$ cat src/rtl/rvga_types_pkg.sv
// Shared types for the data-memory path: word/line widths, funct3 encodings,
// the line-buffer FSM states and the captured request record.
package rvga_types;

   typedef logic [31:0]  rvga_word;
   typedef logic [127:0] rvga_cacheline;
   typedef logic [2:0]   rvga_funct3;
   typedef logic [27:0]  rvga_line_tag;

   typedef enum logic [2:0] {
      LD_LB  = 3'b000,
      LD_LH  = 3'b001,
      LD_LW  = 3'b010,
      LD_LBU = 3'b100,
      LD_LHU = 3'b101
   } rvga_ldop_e;

   typedef enum logic [2:0] {
      ST_SB = 3'b000,
      ST_SH = 3'b001,
      ST_SW = 3'b010
   } rvga_strop_e;

   typedef enum logic [2:0] {
      DMEM_IDLE      = 3'd0,
      DMEM_WB_REQ    = 3'd1,
      DMEM_FILL_REQ  = 3'd2,
      DMEM_FILL_WAIT = 3'd3,
      DMEM_RESP      = 3'd4
   } rvga_dmem_state_e;

   typedef struct packed {
      logic       w;
      rvga_funct3 funct3;
      rvga_word   addr;
      rvga_word   data;
   } rvga_dmem_req;

endpackage

$ cat src/rtl/rvga_dmem_align.sv
// Lane logic for one access against a 128-bit line: alignment/funct3 error
// check, extended load extraction and byte/half/word store merge.
module rvga_dmem_align
   import rvga_types::*;
(
   input  rvga_cacheline line,
   input  logic [3:0]    addr,
   input  rvga_funct3    funct3,
   input  logic          w,
   input  rvga_word      store_data,
   output rvga_word      load_data,
   output rvga_cacheline merged_line,
   output logic          err
);

   rvga_word    word;
   rvga_word    new_word;
   logic [7:0]  lane_b;
   logic [15:0] lane_h;

   // Select the addressed word and lanes, then extend loads or merge stores.
   always_comb begin
      word        = line[{addr[3:2], 5'b0} +: 32];
      lane_b      = word[{addr[1:0], 3'b0} +: 8];
      lane_h      = word[{addr[1], 4'b0} +: 16];
      err         = 1'b0;
      load_data   = '0;
      new_word    = word;
      merged_line = line;
      if (w) begin
         case (funct3)
            ST_SB: new_word[{addr[1:0], 3'b0} +: 8] = store_data[7:0];
            ST_SH: begin
               err = addr[0];
               new_word[{addr[1], 4'b0} +: 16] = store_data[15:0];
            end
            ST_SW: begin
               err      = |addr[1:0];
               new_word = store_data;
            end
            default: err = 1'b1;
         endcase
      end else begin
         case (funct3)
            LD_LB:  load_data = {{24{lane_b[7]}}, lane_b};
            LD_LBU: load_data = {24'b0, lane_b};
            LD_LH: begin
               err       = addr[0];
               load_data = {{16{lane_h[15]}}, lane_h};
            end
            LD_LHU: begin
               err       = addr[0];
               load_data = {16'b0, lane_h};
            end
            LD_LW: begin
               err       = |addr[1:0];
               load_data = word;
            end
            default: err = 1'b1;
         endcase
      end
      merged_line[{addr[3:2], 5'b0} +: 32] = new_word;
   end

endmodule

$ cat src/rtl/rvga_dmem_linebuf.sv
// Single-line write-back buffer answering memory-stage loads/stores; misses
// write back a dirty line, fill from backing memory, then replay the request.
module rvga_dmem_linebuf
   import rvga_types::*;
(
   input  logic          clk,
   input  logic          rst_n,
   input  logic          req_v_i,
   output logic          req_ready_o,
   input  logic          req_w_i,
   input  rvga_funct3    req_funct3_i,
   input  rvga_word      req_addr_i,
   input  rvga_word      req_data_i,
   output logic          resp_v_o,
   output rvga_word      resp_data_o,
   output logic          resp_err_o,
   output logic          mem_v_o,
   input  logic          mem_ready_i,
   output logic          mem_w_o,
   output rvga_word      mem_addr_o,
   output rvga_cacheline mem_data_o,
   input  logic          mem_resp_v_i,
   input  rvga_cacheline mem_data_i
);

   rvga_dmem_state_e state, state_next;
   rvga_cacheline    line;
   rvga_line_tag     tag;
   logic             valid, dirty;
   rvga_dmem_req     cap;

   logic          accept, hit, miss;
   logic [3:0]    al_addr;
   rvga_funct3    al_funct3;
   logic          al_w;
   rvga_word      al_data;
   rvga_word      al_load;
   rvga_cacheline al_line;
   logic          al_err;

   assign req_ready_o = (state == DMEM_IDLE);
   assign accept      = req_v_i & req_ready_o;
   assign hit         = valid && (tag == req_addr_i[31:4]);
   assign miss        = accept && !al_err && !hit;

   // The lane unit sees the live request in IDLE and the captured one on replay.
   always_comb begin
      al_addr   = req_addr_i[3:0];
      al_funct3 = req_funct3_i;
      al_w      = req_w_i;
      al_data   = req_data_i;
      if (state == DMEM_RESP) begin
         al_addr   = cap.addr[3:0];
         al_funct3 = cap.funct3;
         al_w      = cap.w;
         al_data   = cap.data;
      end
   end

   rvga_dmem_align u_align (
      .line        (line),
      .addr        (al_addr),
      .funct3      (al_funct3),
      .w           (al_w),
      .store_data  (al_data),
      .load_data   (al_load),
      .merged_line (al_line),
      .err         (al_err)
   );

   // FSM state register.
   always_ff @(posedge clk or negedge rst_n) begin
      if (!rst_n) state <= DMEM_IDLE;
      else        state <= state_next;
   end

   // Next state and memory-port drive; request fields are held by state alone.
   always_comb begin
      state_next = state;
      mem_v_o    = 1'b0;
      mem_w_o    = 1'b0;
      mem_addr_o = '0;
      mem_data_o = '0;
      case (state)
         DMEM_IDLE: begin
            if (miss) state_next = (valid && dirty) ? DMEM_WB_REQ : DMEM_FILL_REQ;
         end
         DMEM_WB_REQ: begin
            mem_v_o    = 1'b1;
            mem_w_o    = 1'b1;
            mem_addr_o = {tag, 4'b0};
            mem_data_o = line;
            if (mem_ready_i) state_next = DMEM_FILL_REQ;
         end
         DMEM_FILL_REQ: begin
            mem_v_o    = 1'b1;
            mem_addr_o = {cap.addr[31:4], 4'b0};
            if (mem_ready_i) state_next = DMEM_FILL_WAIT;
         end
         DMEM_FILL_WAIT: begin
            if (mem_resp_v_i) state_next = DMEM_RESP;
         end
         DMEM_RESP:  state_next = DMEM_IDLE;
         default:    state_next = DMEM_IDLE;
      endcase
   end

   // Line contents, tag/valid/dirty, captured request and registered response.
   always_ff @(posedge clk or negedge rst_n) begin
      if (!rst_n) begin
         line        <= '0;
         tag         <= '0;
         valid       <= 1'b0;
         dirty       <= 1'b0;
         cap         <= '0;
         resp_v_o    <= 1'b0;
         resp_data_o <= '0;
         resp_err_o  <= 1'b0;
      end else begin
         resp_v_o    <= 1'b0;
         resp_data_o <= '0;
         resp_err_o  <= 1'b0;
         if (accept) begin
            if (al_err) begin
               resp_v_o   <= 1'b1;
               resp_err_o <= 1'b1;
            end else if (hit) begin
               resp_v_o <= 1'b1;
               if (req_w_i) begin
                  line  <= al_line;
                  dirty <= 1'b1;
               end else begin
                  resp_data_o <= al_load;
               end
            end else begin
               cap.w      <= req_w_i;
               cap.funct3 <= req_funct3_i;
               cap.addr   <= req_addr_i;
               cap.data   <= req_data_i;
            end
         end
         if (state == DMEM_FILL_WAIT && mem_resp_v_i) begin
            line  <= mem_data_i;
            tag   <= cap.addr[31:4];
            valid <= 1'b1;
            dirty <= 1'b0;
         end
         if (state == DMEM_RESP) begin
            resp_v_o <= 1'b1;
            if (cap.w) begin
               line  <= al_line;
               dirty <= 1'b1;
            end else begin
               resp_data_o <= al_load;
            end
         end
      end
   end

endmodule
$ cat config.mk
export PLATFORM = sky130hd
export DESIGN_NAME = rvga_dmem_linebuf
export DESIGN_NICKNAME = d
export VERILOG_FILES = /design/src/rtl/rvga_types_pkg.sv /design/src/rtl/rvga_dmem_align.sv /design/src/rtl/rvga_dmem_linebuf.sv
export SDC_FILE = /design/constraint.sdc
export NUM_CORES = 1
export LEC_CHECK = 0
export CELL_PAD_IN_SITES_DETAIL_PLACEMENT = 0
export CELL_PAD_IN_SITES_GLOBAL_PLACEMENT = 2
export CORE_MARGIN = 5
export CORE_UTILIZATION = 33
export CTS_CLUSTER_SIZE = 8
export DETAILED_ROUTE_END_ITERATION = 12
export GPL_TIMING_DRIVEN = 0
export PLACE_DENSITY_LB_ADDON = 0.1
export SLEW_MARGIN = 40
export SYNTH_ARGS = -nofsm -noshare
export SYNTH_HDL_FRONTEND = slang
export SYNTH_SLANG_ARGS = --single-unit
$ cat constraint.sdc
create_clock -name clk -period 12.28 [get_ports clk]
set_input_delay 1.842 -clock clk [delete_from_list [all_inputs] [get_ports clk]]
set_output_delay 1.842 -clock clk [all_outputs]
set_load 0.01 [all_outputs]
Word level (Yosys, flattened, before mapping)

Cells that the tools add are included.

Bits in writable memories: 0
Output and inout port bits: 197
Memory bits (read-only): 0
Bits of input ports: 201
Memories: 0
Bits in latches: 0
Word-level logic and storage cells: 105
Register bits after elaboration: 263

Order comparisons: 0
$mul: 0
Bitwise gates (word level): 3
Multiplexer cells: 50
Add/sub/neg operators: 3
Reduce and logical (&&, ||, !) cells: 15
Shift-type cells: 9
Div/mod/pow operators: 0
Eq/ne operators: 13

Operator list:

| operator                                                                  | count |
|---|---|
| 128-bit two-way mux                                                       | 8 |
| 32-bit two-way mux                                                        | 9 |
| 32-bit case mux with 5 select lines                                       | 1 |
| 128-bit bitwise mux                                                       | 1 |
| 32-bit by 9-bit variable shift with 128-bit output (first input constant) | 1 |
| 128-bit by 8-bit indexed part select with 32-bit output                   | 1 |
| 32-bit by 9-bit indexed part select with 128-bit output                   | 1 |
| 32-bit case mux with 3 select lines                                       | 1 |
| 32-bit bitwise mux                                                        | 2 |
| 32-bit case mux with 2 select lines                                       | 1 |
| 16-bit by 7-bit variable shift with 32-bit output (first input constant)  | 1 |
| 8-bit by 7-bit variable shift with 32-bit output (first input constant)   | 1 |
| 16-bit by 7-bit indexed part select with 32-bit output                    | 1 |
| 32-bit by 6-bit indexed part select with 16-bit output                    | 1 |
| 32-bit by 6-bit indexed part select with 8-bit output                     | 1 |
| 8-bit by 7-bit indexed part select with 32-bit output                     | 1 |
| 28-bit == test                                                            | 1 |
| 1-bit two-way mux                                                         | 17 |
| 3-bit two-way mux                                                         | 5 |
| 5-bit negation with 7-bit output                                          | 2 |
| 3-bit case mux with 4 select lines                                        | 1 |
| 3-bit by 2-bit == test with 1-bit output (second input constant)          | 3 |
| 3-bit == test (second input constant)                                     | 3 |
| 7-bit negation with 9-bit output                                          | 1 |
| 14 further kinds                                                          | 28 |

Logic depth before layout (Yosys ltp)

Gate-level depths: netlist of run 1.

Depth after elaboration: 16
Gate-level depth with buffers: 15
Depth with buffers taken out: 11

Hierarchy

Synthesis of run 1 repeated with hierarchy kept, for this count alone.

Cell total of the unflattened synthesis: 1,701
Area total of the unflattened synthesis: 16,708.5 µm²

By module, submodules not included:

| module            | area each (µm²) | cells each | instances | seq. area each (µm²) |
|---|---|---|---|---|
| rvga_dmem_linebuf | 12,603.3        | 1,078      | 1         | 6,581.3 |
| rvga_dmem_align   | 4,105.2         | 623        | 1         | 0.0 |

Worst setup path after synthesis of run 1

No wires, ideal clock.

Kind: in2reg
Start: input req_addr_i[1]
End: register line[104]
Data required time: 12.156 ns
Stages: 13
Path slack: 7.363 ns
Library setup time: 0.124 ns
Path buffers: 4
Arrival time: 4.792 ns
Path through: mux2_2 > inv_1 > clkbuf_1 > ha_1 > o2111ai_1 > or4_4 > or4_1 > buf_2 > buf_2 > buf_6 > nand3_1 > a21oi_1 > a211o_1

Longest elaborated chain between the ends: 15
Elaborated cells on any way between the ends: 24
Classes of those cells: add/sub (2); shift (5); mux (16); reduce/logical (1)

Ends and longest elaborated chain:

| what                                                                                 | line                                         | source |
|---|---|---|
| start, declared                                                                      | rvga_dmem_linebuf.sv:12                      | `input rvga_word req_addr_i,` |
| 4-bit two-way mux *                                                                  | rvga_dmem_linebuf.sv:52                      | `if (state == DMEM_RESP) begin` |
| 5-bit negation with 7-bit output, on equally long branches                           | rvga_dmem_align.sv:35, rvga_dmem_align.sv:32 |  |
| 16-bit by 7-bit indexed part select with 32-bit output, or another cell as far along | rvga_dmem_align.sv:35                        | `new_word[{addr[1], 4'b0} +: 16] = store_data[15:0];` |
| 32-bit bitwise mux, on equally long branches                                         | rvga_dmem_align.sv:35, rvga_dmem_align.sv:32 |  |
| 32-bit case mux with 3 select lines                                                  | rvga_dmem_align.sv:31                        | `case (funct3)` |
| 32-bit two-way mux                                                                   | rvga_dmem_align.sv:30                        | `if (w) begin` |
| 32-bit by 9-bit indexed part select with 128-bit output                              | rvga_dmem_align.sv:62                        | `merged_line[{addr[3:2], 5'b0} +: 32] = new_word;` |
| 128-bit bitwise mux                                                                  | rvga_dmem_align.sv:62                        |  |
| 128-bit two-way mux                                                                  | rvga_dmem_linebuf.sv:129                     | `if (req_w_i) begin` |
| 128-bit two-way mux                                                                  | rvga_dmem_linebuf.sv:127                     | `end else if (hit) begin` |
| 128-bit two-way mux                                                                  | rvga_dmem_linebuf.sv:124                     | `if (al_err) begin` |
| 128-bit two-way mux                                                                  | rvga_dmem_linebuf.sv:123                     | `if (accept) begin` |
| 128-bit two-way mux                                                                  | rvga_dmem_linebuf.sv:142                     | `if (state == DMEM_FILL_WAIT && mem_resp_v_i) begin` |
| 128-bit two-way mux                                                                  | rvga_dmem_linebuf.sv:150                     | `if (cap.w) begin` |
| 128-bit two-way mux *                                                                | rvga_dmem_linebuf.sv:148                     | `if (state == DMEM_RESP) begin` |
| end signal, assigned                                                                 | rvga_dmem_linebuf.sv:130                     | `line <= al_line;` |
| end signal, assigned                                                                 | rvga_dmem_linebuf.sv:143                     | `line <= mem_data_i;` |
| end signal, assigned                                                                 | rvga_dmem_linebuf.sv:151                     | `line <= al_line;` |
| end, declared                                                                        | rvga_dmem_linebuf.sv:27                      | `rvga_cacheline line;` |

Every way passes the cells marked *; elsewhere a longest branch is shown, timed or not.
A chain may end at the register's enable or synchronous reset.

Worst setup path in the final report of run 1

Start: input req_addr_i[1]
End: register resp_data_o[26]

Longest elaborated chain between the ends: 10
Elaborated cells on any way between the ends: 15
Classes of those cells: shift (2); mux (12); reduce/logical (1)

Ends and longest elaborated chain:

| what                                                                                                                            | line                                         | source |
|---|---|---|
| 4-bit two-way mux *                                                                                                             | rvga_dmem_linebuf.sv:52                      |  |
| 32-bit by 6-bit indexed part select with 16-bit output or 32-bit by 6-bit indexed part select with 8-bit output (tied branches) | rvga_dmem_align.sv:25, rvga_dmem_align.sv:24 |  |
| 32-bit case mux with 5 select lines                                                                                             | rvga_dmem_align.sv:44                        | `case (funct3)` |
| 32-bit two-way mux                                                                                                              | rvga_dmem_align.sv:30                        |  |
| 32-bit two-way mux                                                                                                              | rvga_dmem_linebuf.sv:129                     |  |
| 32-bit two-way mux                                                                                                              | rvga_dmem_linebuf.sv:127                     |  |
| 32-bit two-way mux                                                                                                              | rvga_dmem_linebuf.sv:124                     |  |
| 32-bit two-way mux                                                                                                              | rvga_dmem_linebuf.sv:123                     |  |
| 32-bit two-way mux                                                                                                              | rvga_dmem_linebuf.sv:150                     |  |
| 32-bit two-way mux *                                                                                                            | rvga_dmem_linebuf.sv:148                     |  |
| end signal, assigned                                                                                                            | rvga_dmem_linebuf.sv:133                     | `resp_data_o <= al_load;` |
| end signal, assigned                                                                                                            | rvga_dmem_linebuf.sv:154                     | `resp_data_o <= al_load;` |
| end, declared                                                                                                                   | rvga_dmem_linebuf.sv:15                      | `output rvga_word resp_data_o,` |

Marks and branches as above.

==> results.py, run 1 <==
metrics = {
    "run_status": {
        "run_status": "completed",
    },
    "worst_setup_path": {
        "crit_path_max_fanout": 11,
        "critPathMaxStageDelay_ns": 0.69,
        "start_kind": "input port",
        "cp_slowest_cell": "nor4_1",
        "cp_common_cell": "clkbuf_1",
        "cp.buffers_inverters": 4,
        "crit_arrival_ns": 7.07,
        "path_cells": "clkdlybuf4s50_1, mux2_2, inv_1, clkbuf_1, ha_1, o2111ai_1, or4_4, nor4_1, nor2_1, nor2b_1, clkbuf_1, a21o_1",
        "crit_path_end_kind": "flip-flop",
        "worstPathRequired_ns": 12.76,
        "worstSetupPathType": "in -> reg",
        "critPathTopFamily": "simple AND/OR/NAND/NOR gates",
    },
    "place": {
        "io_buffers": 392,
        "dpl_worst_slack_ns": 5.265,
        "dp_hpwl_um": 67130,
        "placed_cells": 2753,
        "gp_congestion": 0.9232,
    },
    "clocking": {
        "ctsHtreeMaxLevel": 2,
        "clkTransAtPathRegs_ns": 0.05,
        "postCtsHoldBufs": 0,
        "postCtsResizedCells": 0,
        "clk_latency_ns": 0.56,
        "post_cts_buffers": 0,
        "cts_buffers": 39,
        "cts.path.max_buffers": 3,
        "cts_tree": "yes",
        "clkSinkCount": 263,
        "cts_root_buf": "clkbuf_16",
    },
    "timing": {
        "skew_ns": 0.02042,
        "setup_viol": 0,
        "slew_headroom": 0.4088,
        "report.final.slew_viol_count": 0,
        "tightest_slew_ns": 0.8787,
        "finalHoldViolations": 0,
        "rsz0062_at_grt": "false",
        "max_freq_mhz": 151.7,
        "layout_min_cycle_time_ns": 6.592,
        "fin_crit_sh": 0.5368,
        "setup_ws_ns": 5.688,
    },
    "yosys": {
        "synth-seq-cells": 263,
        "synth_top_cell_by_area": "dfrtp_1",
        "yosysMostFrequentCell": "dfrtp_1",
        "synth_cells": 1687,
        "synth.avg_cell_area_um2": 9.608,
        "ys_async_sr_fraction": 1.000,
        "seq_area_frac_synth": 0.4060,
        "synth_area_leaders": "dfrtp_1, mux2i_1, and2_1, mux2_2, nand2_1",
        "synth_edf_count": 0,
        "yosysUniqueCellTypes": 80,
        "yosys_most_used_dff": "dfrtp_1",
        "netlist_top_cells_count": "dfrtp_1, nand2_1, and2_1, mux2i_1, nor2_1",
        "synth_top_cell_area_share": 0.4060,
        "syn_area_um2": 16210,
        "ys_warn_count": 0,
    },
    "grt": {
        "antenna_found_initial": 5,
        "grt_use_met3": 0.06713,
        "use_met2": 0.4952,
        "use_met1": 0.4137,
        "grt_max_degree": 72,
        "grt_pass1_wl_um": 121400,
        "top_usage_layer": "met2",
        "gr-total-overflow": 0,
        "grt_pass1_vias": 16550,
        "grtUsageTotal": 0.3077,
    },
    "power": {
        "irDropWorstVdd_mv": 0.1254,
        "cellLeakagePower_uw": 0.009422,
        "fin_total_pwr_uw": 5061,
        "power.density_nw_per_um2": 226.5,
    },
    "floorplanning": {
        "coreArea_um2": 48750,
        "fp-row-count": 81,
        "floorplan.die.width_um": 231.6,
        "design.die.area_um2": 53650,
        "io_pins": 398,
        "initial_core_util": 0.3325,
        "die_h_um": 231.6,
    },
    "final_layout": {
        "utilization": 0.4584,
        "drive_above_1_share": 0.1132,
        "area_delta_synth_final_pct": 37.85,
        "final_net_count": 2340,
        "final.fill_count": 4801,
        "stdcell_count": 2803,
    },
    "drt": {
        "ant_nets": 0,
        "vias": 16410,
        "dr.pass1.iters": 7,
        "vias_per_cell": 5.854,
        "post_drt_wl_per_cell_um": 30.59,
        "drc": 0,
        "wl_um": 85740,
        "drtIter0Drc": 1805,
    },
    "job": {
        "maxCapViolCount": 0,
    },
    "hold_path": {
        "timing.hold.worst.class": "reg -> reg",
    },
}
final cells by class:
type	count	area [um2]	share of cell area
clock buffer	47	1079	0.04827
inverter	20	77.57	0.003472
antenna	2	5.005	0.0002240
multi-input combinational	1266	9045	0.4048
tap	664	830.8	0.03718
buffer	141	648.1	0.02901
timing repair buffer	400	4078	0.1825
sequential	263	6581	0.2945
registers in the layout, indices dropped and copies added, names as in the netlist:
register	flops
state	3
resp_data_o	32
dirty	1
line	128
resp_err_o	1
valid	1
tag	28
resp_v_o	1
cap	68
logic make-up after synthesis:
kind of cell               Yosys count  share of synthesized area
and+or+nand+nor                    578                     0.1819
AOI/OAI and AO/OA                  443                     0.2094
DFF                                263                     0.4060
muxes                              205                     0.1368
buffers and inverters              161                    0.04431
xor gates and xnor gates            28                    0.01513
adders and majority gates            8                   0.006175
other                                1                  0.0002313
worst paths after layout:
path	startpoint	to	slack, ns	cells past startpoint
setup / recovery	req_addr_i[1]	resp_data_o[26]	5.69	12
hold reg to reg	cap[37]	tag[1]	0.49	2
setup reg to reg	state[2]	resp_data_o[26]	6.63	13
min in group asynchronous	rst_n	resp_data_o[26]	1.11	1
hold / removal	cap[37]	tag[1]	0.49	2
max in group asynchronous	rst_n	cap[44]	10.16	3
metrics by stage:
stage / hold slack (ns) / setup TNS [ns] / cell area (um2)
3_5_place_dp: 0.4791 / 0 / 21240
3_3_place_gp: 0.4649 / -757.02 / 20980
5_1_grt: 0.5088 / 0 / 22340
6_report: 0.4885 / 0 / 22340
4_1_cts: 0.4870 / 0 / 22320
2_1_floorplan: 0.4561 / 0 / 16220
report_power, final:
| part | internal, uW | total [uW] | switching, uW |
|---|---|---|---|
| clock network | 605 | 1010 | 406 |
| logic | 1100 | 2470 | 1370 |
| registers | 1220 | 1580 | 355 |
per-layer routing:
metal,vias up,wire [um]
met5,-,25
met4,4,3096
met3,142,6727
met2,764,39400
met1,8407,36490
li1,7091,-
tightest hold or removal path, delay by kind of cell, from the launching register on:
family        cells  cell delay, ns
flops             1            0.35
simple gates      2            0.10
placed cells by master, fill, tap and decap left out, drive strengths merged, types with 46 or more instances in the layout:
cell type	Yosys	final
clkdlybuf4s50	0	391
nor2	101	101
a221o	49	49
and2	141	141
a22oi	46	46
mux2	79	79
a21oi	73	73
buf	49	58
clkbuf	92	139
o21ai	56	56
dfrtp	263	263
mux2i	122	122
nand2	160	160
(Power assumes the default switching activity.)
==> run 2: changes to the inputs <==
--- a/config.mk
+++ b/config.mk
@@ -8,7 +8,7 @@
 export CELL_PAD_IN_SITES_DETAIL_PLACEMENT = 0
 export CELL_PAD_IN_SITES_GLOBAL_PLACEMENT = 2
 export CORE_MARGIN = 5
-export CORE_UTILIZATION = 33
+export CORE_UTILIZATION = 28
 export CTS_CLUSTER_SIZE = 8
 export DETAILED_ROUTE_END_ITERATION = 12
 export GPL_TIMING_DRIVEN = 0
==> constraint.sdc (replaced) <==
create_clock -name clk -period 5.4 [get_ports clk]
set_input_delay 0.81 -clock clk [delete_from_list [all_inputs] [get_ports clk]]
set_output_delay 0.81 -clock clk [all_outputs]
set_load 0.01 [all_outputs]
==> run 2 against run 1 <==
Critical path depth increased by 2. Largest cell class unchanged. Critical path type is now reg -> reg. Setup slack got worse by 5.4 ns. Clock power increased by 140%. Core utilization decreased by 6.6 points. Power increased by 130%. Critical endpoint is now line[20].
==> results.py, run 2 (same netlist as run 1, synthesis figures left out) <==
metrics = {
    "run_status": {
        "run_status": "completed",
    },
    "drt": {
        "wl_um": 88590,
        "vias": 16120,
        "vias_per_cell": 5.546,
        "post_drt_wl_per_cell_um": 30.48,
        "drtIter0Drc": 1463,
        "drc": 0,
        "dr.pass1.iters": 6,
        "ant_nets": 0,
    },
    "final_layout": {
        "final.fill_count": 5840,
        "utilization": 0.3919,
        "final_common_cell": "clkdlybuf4s50_1",
        "final_net_count": 2339,
        "regMostFlops": "line",
        "drive_above_1_share": 0.1177,
        "top_regs": "line: 128 flops, cap: 68 flops, resp_data_o: 32 flops",
        "area_delta_synth_final_pct": 38.97,
        "largest_register_ffs": 128,
        "layout_common_cells": "clkdlybuf4s50_1, dfrtp_1, nand2_1, and2_1, mux2i_1",
        "final_area_um2": 22530,
    },
    "timing": {
        "setup_ws_ns": 0.2787,
        "slew_headroom": 0.3543,
        "skew_ns": 0.03097,
        "max_freq_mhz": 195.3,
        "report.final.slew_viol_count": 0,
        "setup_viol": 0,
        "fin_crit_sh": 0.9484,
        "finalHoldViolations": 0,
        "layout_min_cycle_time_ns": 5.121,
        "fin_tns_setup_ns": 0,
        "tightest_slew_ns": 0.9686,
        "rsz0062_at_grt": "false",
    },
    "power": {
        "seqPwrFrac": 0.310,
        "p_clk_frac": 0.205,
        "netSwitchingPower_uw": 4925,
        "power.density_nw_per_um2": 517.0,
        "fin_total_pwr_uw": 11650,
        "p_sw_frac": 0.4229,
        "p_int_uw": 6721,
        "cellLeakagePower_uw": 0.009442,
        "irDropWorstVdd_mv": 0.2144,
        "combinationalPowerShare": 0.485,
    },
    "clocking": {
        "post_cts_buffers": 0,
        "cts_tree": "yes",
        "cts_root_buf": "clkbuf_16",
        "cts_buffers": 40,
        "ctsHtreeMaxLevel": 2,
        "clkTransAtPathRegs_ns": 0.05,
        "postCtsHoldBufs": 0,
        "clk_latency_ns": 0.58,
        "cts.path.max_buffers": 3,
        "clkSinkCount": 263,
        "postCtsResizedCells": 0,
    },
    "grt": {
        "antenna_found_initial": 9,
        "grt_pass1_vias": 16490,
        "grtUsageTotal": 0.2698,
        "gr-total-overflow": 0,
        "grt_pass1_wl_um": 124500,
        "grt_max_degree": 74,
    },
    "worst_setup_path": {
        "worstPathRequired_ns": 5.89,
        "crit_arrival_ns": 5.61,
        "start_kind": "flip-flop",
        "crit_path_end_kind": "flip-flop",
        "cp_slowest_cell": "nor3_2",
        "critPathTopFamily": "buffers and inverters",
        "path_cells": "or3b_1, buf_6, mux2_4, inv_1, buf_2, buf_4, ha_1, clkbuf_1, nand2_1, nor3_2, o21ai_0, clkbuf_2, nor2_1, a221o_1",
        "r2r-end": "line[20]",
        "crit_path_max_fanout": 12,
        "r2r_cells": 14,
        "cp.buffers_inverters": 6,
        "rr_startpoint": "state[2]",
        "worstSetupPathType": "reg -> reg",
        "critPathMaxStageDelay_ns": 0.63,
        "r2r_slack_ns": 0.28,
    },
    "place": {
        "io_buffers": 392,
        "place_area_um2": 21400,
        "dpl_worst_slack_ns": -0.3101,
        "gp_congestion": 0.9048,
        "dp_hpwl_um": 70190,
    },
    "floorplanning": {
        "initial_core_util": 0.2820,
        "design.die.area_um2": 62800,
        "die_h_um": 250.6,
        "floorplan.die.width_um": 250.6,
        "coreArea_um2": 57480,
        "fp-row-count": 88,
        "io_pins": 398,
    },
    "job": {
        "maxCapViolCount": 0,
    },
    "hold_path": {
        "timing.hold.worst.class": "in -> async",
    },
}
==> run 2: worst max-delay path by stage <==
stage	from	endpoint	slack, ns	cells after the start
after floorplan	state[2]	line[104]	1.40	15
after global placement	rst_n	line[115]	-9.09	1
after detailed placement	req_addr_i[1]	line[87]	-0.31	13
after CTS	state[2]	line[87]	0.11	14
after global routing	state[2]	line[87]	0.12	13
final	state[2]	line[20]	0.28	14
==> run 2: power by group through the flow <==
| stage | clock network [uW] | registers, uW | logic (uW) |
|---|---|---|---|
| floorplan | 0 | 3270 | 2990 |
| global placement | 0 | 3580 | 5510 |
| detailed placement | 0 | 3610 | 5620 |
| CTS | 2440 | 3580 | 5650 |
| global route | 2510 | 3690 | 5990 |
| finish | 2390 | 3610 | 5640 |
==> run 2: final cells by class <==
class / instances / area, um2 / share of cell area
tap: 765 / 957.2 / 0.04249
buffer: 140 / 648.1 / 0.02877
inverter: 20 / 77.57 / 0.003444
timing repair buffer: 399 / 4066 / 0.1805
multi-input combinational: 1266 / 9065 / 0.4024
clock buffer: 49 / 1076 / 0.04777
clock inverter: 4 / 52.55 / 0.002333
sequential: 263 / 6581 / 0.2922
antenna: 1 / 2.502 / 0.0001111
==> run 2: layer usage <==
metal	track usage	up-vias	part of all wire
met5	0	-	0.00028
met4	0.06113	4	0.023
met3	0.06406	99	0.076
met2	0.4458	710	0.47
met1	0.3603	8218	0.43
li1	-	7091	-
==> run 2: metrics by stage <==
step | std cells | hold WS (ns)
floorplan | 1690 | 0.4561
global placement | 2847 | 0.4641
detailed placement | 2854 | 0.4787
CTS | 2907 | 0.1333
global route | 2906 | 0.1543
finish | 2907 | 0.1512
==> run 2: worst register-to-register path, delay by kind of cell (launching register included) <==
family,cells,cell delay [ns]
buffers and inverters,6,1.90
and+or+nand+nor,4,1.40
AOI/OAI and AO/OA,2,0.69
DFF,1,0.49
muxes,1,0.38
adders and majority gates,1,0.19
